<file path="src/rtl/binary_divider_v.sv">
// Unsigned divider by repeated subtraction.
// One subtraction per clock; QUOT/REM/DIV_ZERO are registered and DONE strobes for one cycle.
module binary_divider_v #(
  parameter int WIDTH = 8
) (
  input  logic             CLK,
  input  logic             RESET,
  input  logic             START,
  input  logic [WIDTH-1:0] A,
  input  logic [WIDTH-1:0] B,
  output logic [WIDTH-1:0] QUOT,
  output logic [WIDTH-1:0] REM,
  output logic             BUSY,
  output logic             DONE,
  output logic             DIV_ZERO
);

  typedef enum logic [1:0] {
    IDLE = 2'b00,
    SUB  = 2'b01,
    FIN  = 2'b10
  } state_t;

  state_t           state, state_nx;
  logic [WIDTH-1:0] ar, ar_nx;
  logic [WIDTH-1:0] br, br_nx;
  logic [WIDTH-1:0] qr, qr_nx;
  logic [WIDTH-1:0] quot_nx, rem_nx;
  logic             done_nx, dz_nx;

  always_ff @(posedge CLK or posedge RESET) begin
    if (RESET) begin
      state    <= IDLE;
      ar       <= '0;
      br       <= '0;
      qr       <= '0;
      QUOT     <= '0;
      REM      <= '0;
      DONE     <= 1'b0;
      DIV_ZERO <= 1'b0;
    end else begin
      state    <= state_nx;
      ar       <= ar_nx;
      br       <= br_nx;
      qr       <= qr_nx;
      QUOT     <= quot_nx;
      REM      <= rem_nx;
      DONE     <= done_nx;
      DIV_ZERO <= dz_nx;
    end
  end

  // Divide-by-zero skips SUB entirely and reports from FIN like a normal result.
  always_comb begin
    state_nx = state;
    ar_nx    = ar;
    br_nx    = br;
    qr_nx    = qr;
    quot_nx  = QUOT;
    rem_nx   = REM;
    done_nx  = 1'b0;
    dz_nx    = DIV_ZERO;
    case (state)
      IDLE: begin
        if (START) begin
          if (B != '0) begin
            ar_nx    = A;
            br_nx    = B;
            qr_nx    = '0;
            dz_nx    = 1'b0;
            state_nx = SUB;
          end else begin
            quot_nx  = '1;
            rem_nx   = A;
            dz_nx    = 1'b1;
            done_nx  = 1'b1;
            state_nx = FIN;
          end
        end
      end
      SUB: begin
        if (ar >= br) begin
          ar_nx = ar - br;
          qr_nx = qr + WIDTH'(1);
        end else begin
          quot_nx  = qr;
          rem_nx   = ar;
          done_nx  = 1'b1;
          state_nx = FIN;
        end
      end
      FIN:     state_nx = IDLE;
      default: state_nx = IDLE;
    endcase
  end

  assign BUSY = (state == SUB) || (state == FIN);

endmodule

</file>
<file path="config.mk">
export PLATFORM = sky130hd
export DESIGN_NAME = binary_divider_v
export DESIGN_NICKNAME = d
export VERILOG_FILES = /design/src/rtl/binary_divider_v.sv
export SDC_FILE = /design/constraint.sdc
export NUM_CORES = 1
export LEC_CHECK = 0
export BUFFER_PORTS_ARGS = -buffer_cell sky130_fd_sc_hd__buf_2
export CAP_MARGIN = 20
export CORE_ASPECT_RATIO = 1.2
export CORE_MARGIN = 2
export CORE_UTILIZATION = 61
export CTS_CLUSTER_DIAMETER = 60
export DETAILED_ROUTE_END_ITERATION = 8
export GPL_TIMING_DRIVEN = 0
export PLACE_DENSITY_LB_ADDON = 0.2
export SYNTH_ARGS = -nofsm -noshare
export SYNTH_HDL_FRONTEND = slang
export SYNTH_SLANG_ARGS = --single-unit
</file>
<file path="constraint.sdc">
create_clock -name CLK -period 6 [get_ports CLK]
set_clock_uncertainty 0.15 [all_clocks]
set_input_delay 0.9 -clock CLK [delete_from_list [all_inputs] [get_ports CLK]]
set_output_delay 0.9 -clock CLK [all_outputs]
set_load 0.005 [all_outputs]
</file>
Word level (Yosys, flattened, before mapping)
Cells that the tools add are included.

Bits in registers: 44. Logic and storage cells: 51. Output and inout bits: 19. Bits of input ports: 19.

Magnitude comparators: 1. Multiplexer cells: 24. Equal/unequal tests: 7. $add $sub $neg: 2. Reduce and logical (&&, ||, !) cells: 9.

Operator list (number): 2-to-1 mux 8 bit (12); one-hot mux 8 bit (2 select lines) (4); inequality test 2 bit (second input constant) (5); adder 8 x 1 -> 8 bit (second input constant) (1); greater-or-equal comparator 8 bit (1); AND reduction 4 bit (2); nonzero test 8 bit (1); subtractor 8 bit (1); 2-to-1 mux 2 bit (3); one-hot mux 2 bit (2 select lines) (1); AND reduction 2 bit (2); 2-to-1 mux 1 bit (3); AND reduction 3 bit (1); equality test 2 x 1 -> 1 bit (second input constant) (1); equality test 2 bit (second input constant) (1); zero test 2 bit (1); one-hot mux 1 bit (2 select lines) (1); nonzero test 2 bit (1); logical OR 1 bit (1).

Logic depth before layout (Yosys ltp)
Word-level depth: 4. Mapped depth: 11. Depth with buffers taken out: 9.

Worst setup path before layout
Ideal clock, no wire load.

Path kind: in2reg. Start point: in B[0]. End point: reg QUOT[5]. Path buffers: 2. Required time: 5.785 ns. Library setup time: 0.065 ns. Data arrival time: 2.052 ns. Stages: 7. Slack: 3.733 ns. Cell sequence: nor4_4 nand4_1 o21ai_2 and2_1 buf_4 buf_6 o22a_1.

Word-level cells in the longest chain between the ends: 3.

RTL lines: from (decl) (RTL line 10) `input logic [WIDTH-1:0] B,`; nonzero test 8 bit (RTL line 66) `if (B != '0) begin`; inequality test 2 bit (no source line); AND reduction 4 bit (no source line); to (signal assigned) (RTL line 46) `QUOT <= quot_nx;`; to (decl) (RTL line 11) `output logic [WIDTH-1:0] QUOT,`.

Every way passes these cells. A chain may end at the register's enable or synchronous reset.

Worst setup path in the final report
Start point: in B[0]. End point: reg QUOT[3].

The elaborated chain is that of the path after synthesis.

==> impl_metrics.csv <==
group,metric,value,unit
floorplan,core_area,3880,um^2
pwr,power.internal,0.886,mW
routing,routed_wirelength,5.22,mm
pwr,leakagePower,1.24,nW
clock_tree,cts_htree_levels,2,
routing,drc,0,
critical_path,critical_path_class,"in2reg",
clock_tree,cts_buffer_depth,2,
pwr,swShare,42.9,%
sta,hold-worst-slack,0.328,ns
routing,ant_nets,0,
critical_path,cp_max_fo,10,
placed_design,io_buffers,37,
sta,finalSetupViolCount,0,
critical_path,cp_slowest_cell,"nand3_1",
yosys,synthFlopType,"dfrtp_1",
clock_tree,cts.clk_slew.worst_paths,0.07,ns
min_path,min_delay_path_depth,2,
sta,hold_viol,0,
critical_path,rrSetupSlack,3.54,ns
routing,first_pass_iters,4,
yosys,syn_inst,249,
critical_path,cp.required,6.03,ns
flow_run,maxCapViolCount,0,
status,status,"finished, final reports clean",
grt,grt_remaining_overflow,0,
placed_design,gp_congestion,0.890,
sta,fin_tns_setup,0,ns
cells_and_area,antenna-diode-count,0,
pwr,finalPower,1.55,mW
floorplan,rows,25,
critical_path,r2r-start,"ar[0]$_DFFE_PP0P_",
grt,grt_max_degree,45,
clock_tree,clock-sinks,44,
pwr,seq_power_share,30.9,%
clock_tree,ctsHoldBuffers,0,
grt,grt_pass1_wl,8.47,mm
yosys,synth_edf_count,0,
routing,wl_per_cell,15.0,um
floorplan,dieArea,4500,um^2
floorplan,start_util,62.5,%
pwr,peakVddDrop,346,uV
pwr,combPwrFrac,54.7,%
sta,relSlewSlack,37.5,%
pwr,switching_power,0.667,mW
sta,rsz0062_at_grt,"no",
clock_tree,cts_setup_buffers,0,
cells_and_area,layout.nets,324,
grt,grt_pass1_vias,1879,
critical_path,endpoint,"QUOT[3]$_DFFE_PP0P_",
floorplan,io_pins,38,
critical_path,max_stage_delay,0.38,ns
clock_tree,cts_resized,0,
critical_path,crit_arrival,2.50,ns
routing,drt_iter0_drc,82,
yosys,synth-async-reset-ratio,100,%
pwr,power_frac_clock,14.4,%
min_path,hold_path_class,"reg2reg",
yosys,ys_ff_latch,44,
critical_path,startpoint,"B[0]",
clock_tree,clock_latency,0.30,ns
sta,fmax,405,MHz
critical_path,reg2reg_depth,10,
grt,antenna_found_initial,0,
floorplan,die_w,61.6,um
clock_tree,cts_buffers,5,
critical_path,path_cells,"buf_2, nor4_4, nand4_1, o21ai_2, nand3_1, o22a_1",
yosys,synth-seq-area-share,45.4,%
sta,min_period_over_period,41.2,%
critical_path,crit_path_start_kind,"primary input",
clock_tree,root_buffer,"clkbuf_8",
floorplan,chipHeight,73.1,um
routing,dr_total_vias,1995,
clock_tree,cts_tree,"done",
placed_design,dp_hpwl,3.96,mm
cells_and_area,area_growth_syn_to_layout,14.9,%
yosys,synth_nets,280,
routing,vias_per_cell,5.73,
yosys,synth.avg_cell_area,9.74,um^2
critical_path,cp-end-kind,"register",
cells_and_area,most-common-layout-cells,"dfrtp_1 (44), buf_2 (44), a21oi_1 (32), nand2_1 (28), o21ai_0 (23)",
sta,layout_min_cycle_time,2.47,ns
cells_and_area,drive_above_1_share,21.8,%
grt,grt_usage,25.5,%
yosys,yosys_warnings,0,
sta,tightest_slew,0.937,ns
yosys,netlist_area,2420,um^2
pwr,pwr_density_cell,558,nW/um^2
yosys,ys_types,45,
critical_path,r2r_end,"qr[6]$_DFFE_PP0P_",
sta,maxSlewViolCount,0,
[critical path, delay by kind of cell]
family / cells / cell delay [ns]
AND/OR/NAND/NOR: 3 / 0.94
buffers and inverters: 1 / 0.12
AO/OA/AOI/OAI: 2 / 0.54
[synth_stat cells, drive strengths merged, types with 2 or more instances]
cell type,instances,share of area [%]
buf,9,2.2
a21o,3,0.93
dfrtp,44,45
a21oi,32,6.6
xor2,2,0.72
clkbuf,4,0.67
nand2,28,4.3
nor2,7,1.1
o22a,8,2.9
nor3,4,0.83
nand3,6,1.2
ha,11,5.7
nor4,2,1.8
xnor2,2,0.72
nand4,4,1.0
nor2b,3,0.77
o21ai,26,5.7
nand2b,2,0.52
a22o,5,1.8
mux2i,13,5.4
and3,2,0.52
inv,15,2.3
[kinds of logic (layout without fill, tap and decap cells)]
group                      count (synthesis)  after routing  share of synthesized area [%]
xor gates and xnor gates                   4              4                           1.45
adders and majority gates                 12             12                           6.50
AOI/OAI and AO/OA                         84             84                           22.1
buffers and inverters                     28             73                           5.21
and+or+nand+nor                           63             63                           13.5
muxes                                     14             14                           5.83
DFF                                       44             44                           45.4
[power by group through the flow]
stage / Combinational (mW) / Clock [mW] / Sequential [mW]
floorplan: 0.622 / 0 / 0.477
global placement: 0.816 / 0 / 0.482
detailed placement: 0.846 / 0 / 0.487
CTS: 0.852 / 0.225 / 0.481
global route: 0.961 / 0.237 / 0.495
finish: 0.849 / 0.224 / 0.480
[worst min-delay path by stage]
stage	slack (ns)	endpoint	startpoint
2_1_floorplan	0.32	DIV_ZERO$_DFFE_PP0P_	DIV_ZERO$_DFFE_PP0P_
3_3_place_gp	0.31	DIV_ZERO$_DFFE_PP0P_	DIV_ZERO$_DFFE_PP0P_
3_5_place_dp	0.32	DIV_ZERO$_DFFE_PP0P_	DIV_ZERO$_DFFE_PP0P_
4_1_cts	0.33	DIV_ZERO$_DFFE_PP0P_	DIV_ZERO$_DFFE_PP0P_
5_1_grt	0.35	DIV_ZERO$_DFFE_PP0P_	DIV_ZERO$_DFFE_PP0P_
6_report	0.33	DIV_ZERO$_DFFE_PP0P_	DIV_ZERO$_DFFE_PP0P_
[state kept, by name, indices dropped and copies added, names as in the netlist]
| register | flops |
|---|---|
| ar | 8 |
| state | 2 |
| DIV_ZERO | 1 |
| DONE | 1 |
| QUOT | 8 |
| REM | 8 |
| qr | 8 |
| br | 8 |
[through the flow]
stage	area [um^2]	instances	setup slack [ns]	util, %
2_1_floorplan	2420	249	3.73	-
3_3_place_gp	2680	340	3.29	69.0
3_5_place_dp	2680	340	3.27	69.0
4_1_cts	2790	348	3.53	71.8
5_1_grt	2790	348	3.35	71.8
6_report	2790	348	3.53	71.8
[cell type report]
cell class	instances	area, um^2
Buffer	13	70.1
Inverter	15	56.3
Tap cell	54	67.6
Multi-Input combinational cell	177	1200
Clock buffer	6	72.6
Clock inverter	2	35.0
Sequential cell	44	1100
Fill cell	331	1090
Timing Repair Buffer	37	185
[layer usage]
layer  wire, um  part of all wire, %  track usage (%)
met1       2100                   40             31.8
met4        113                  2.2             8.98
met5          0                    0                0
met3        177                  3.4             4.43
met2       2830                   54             43.3
Power figures use the tool's default switching activity.
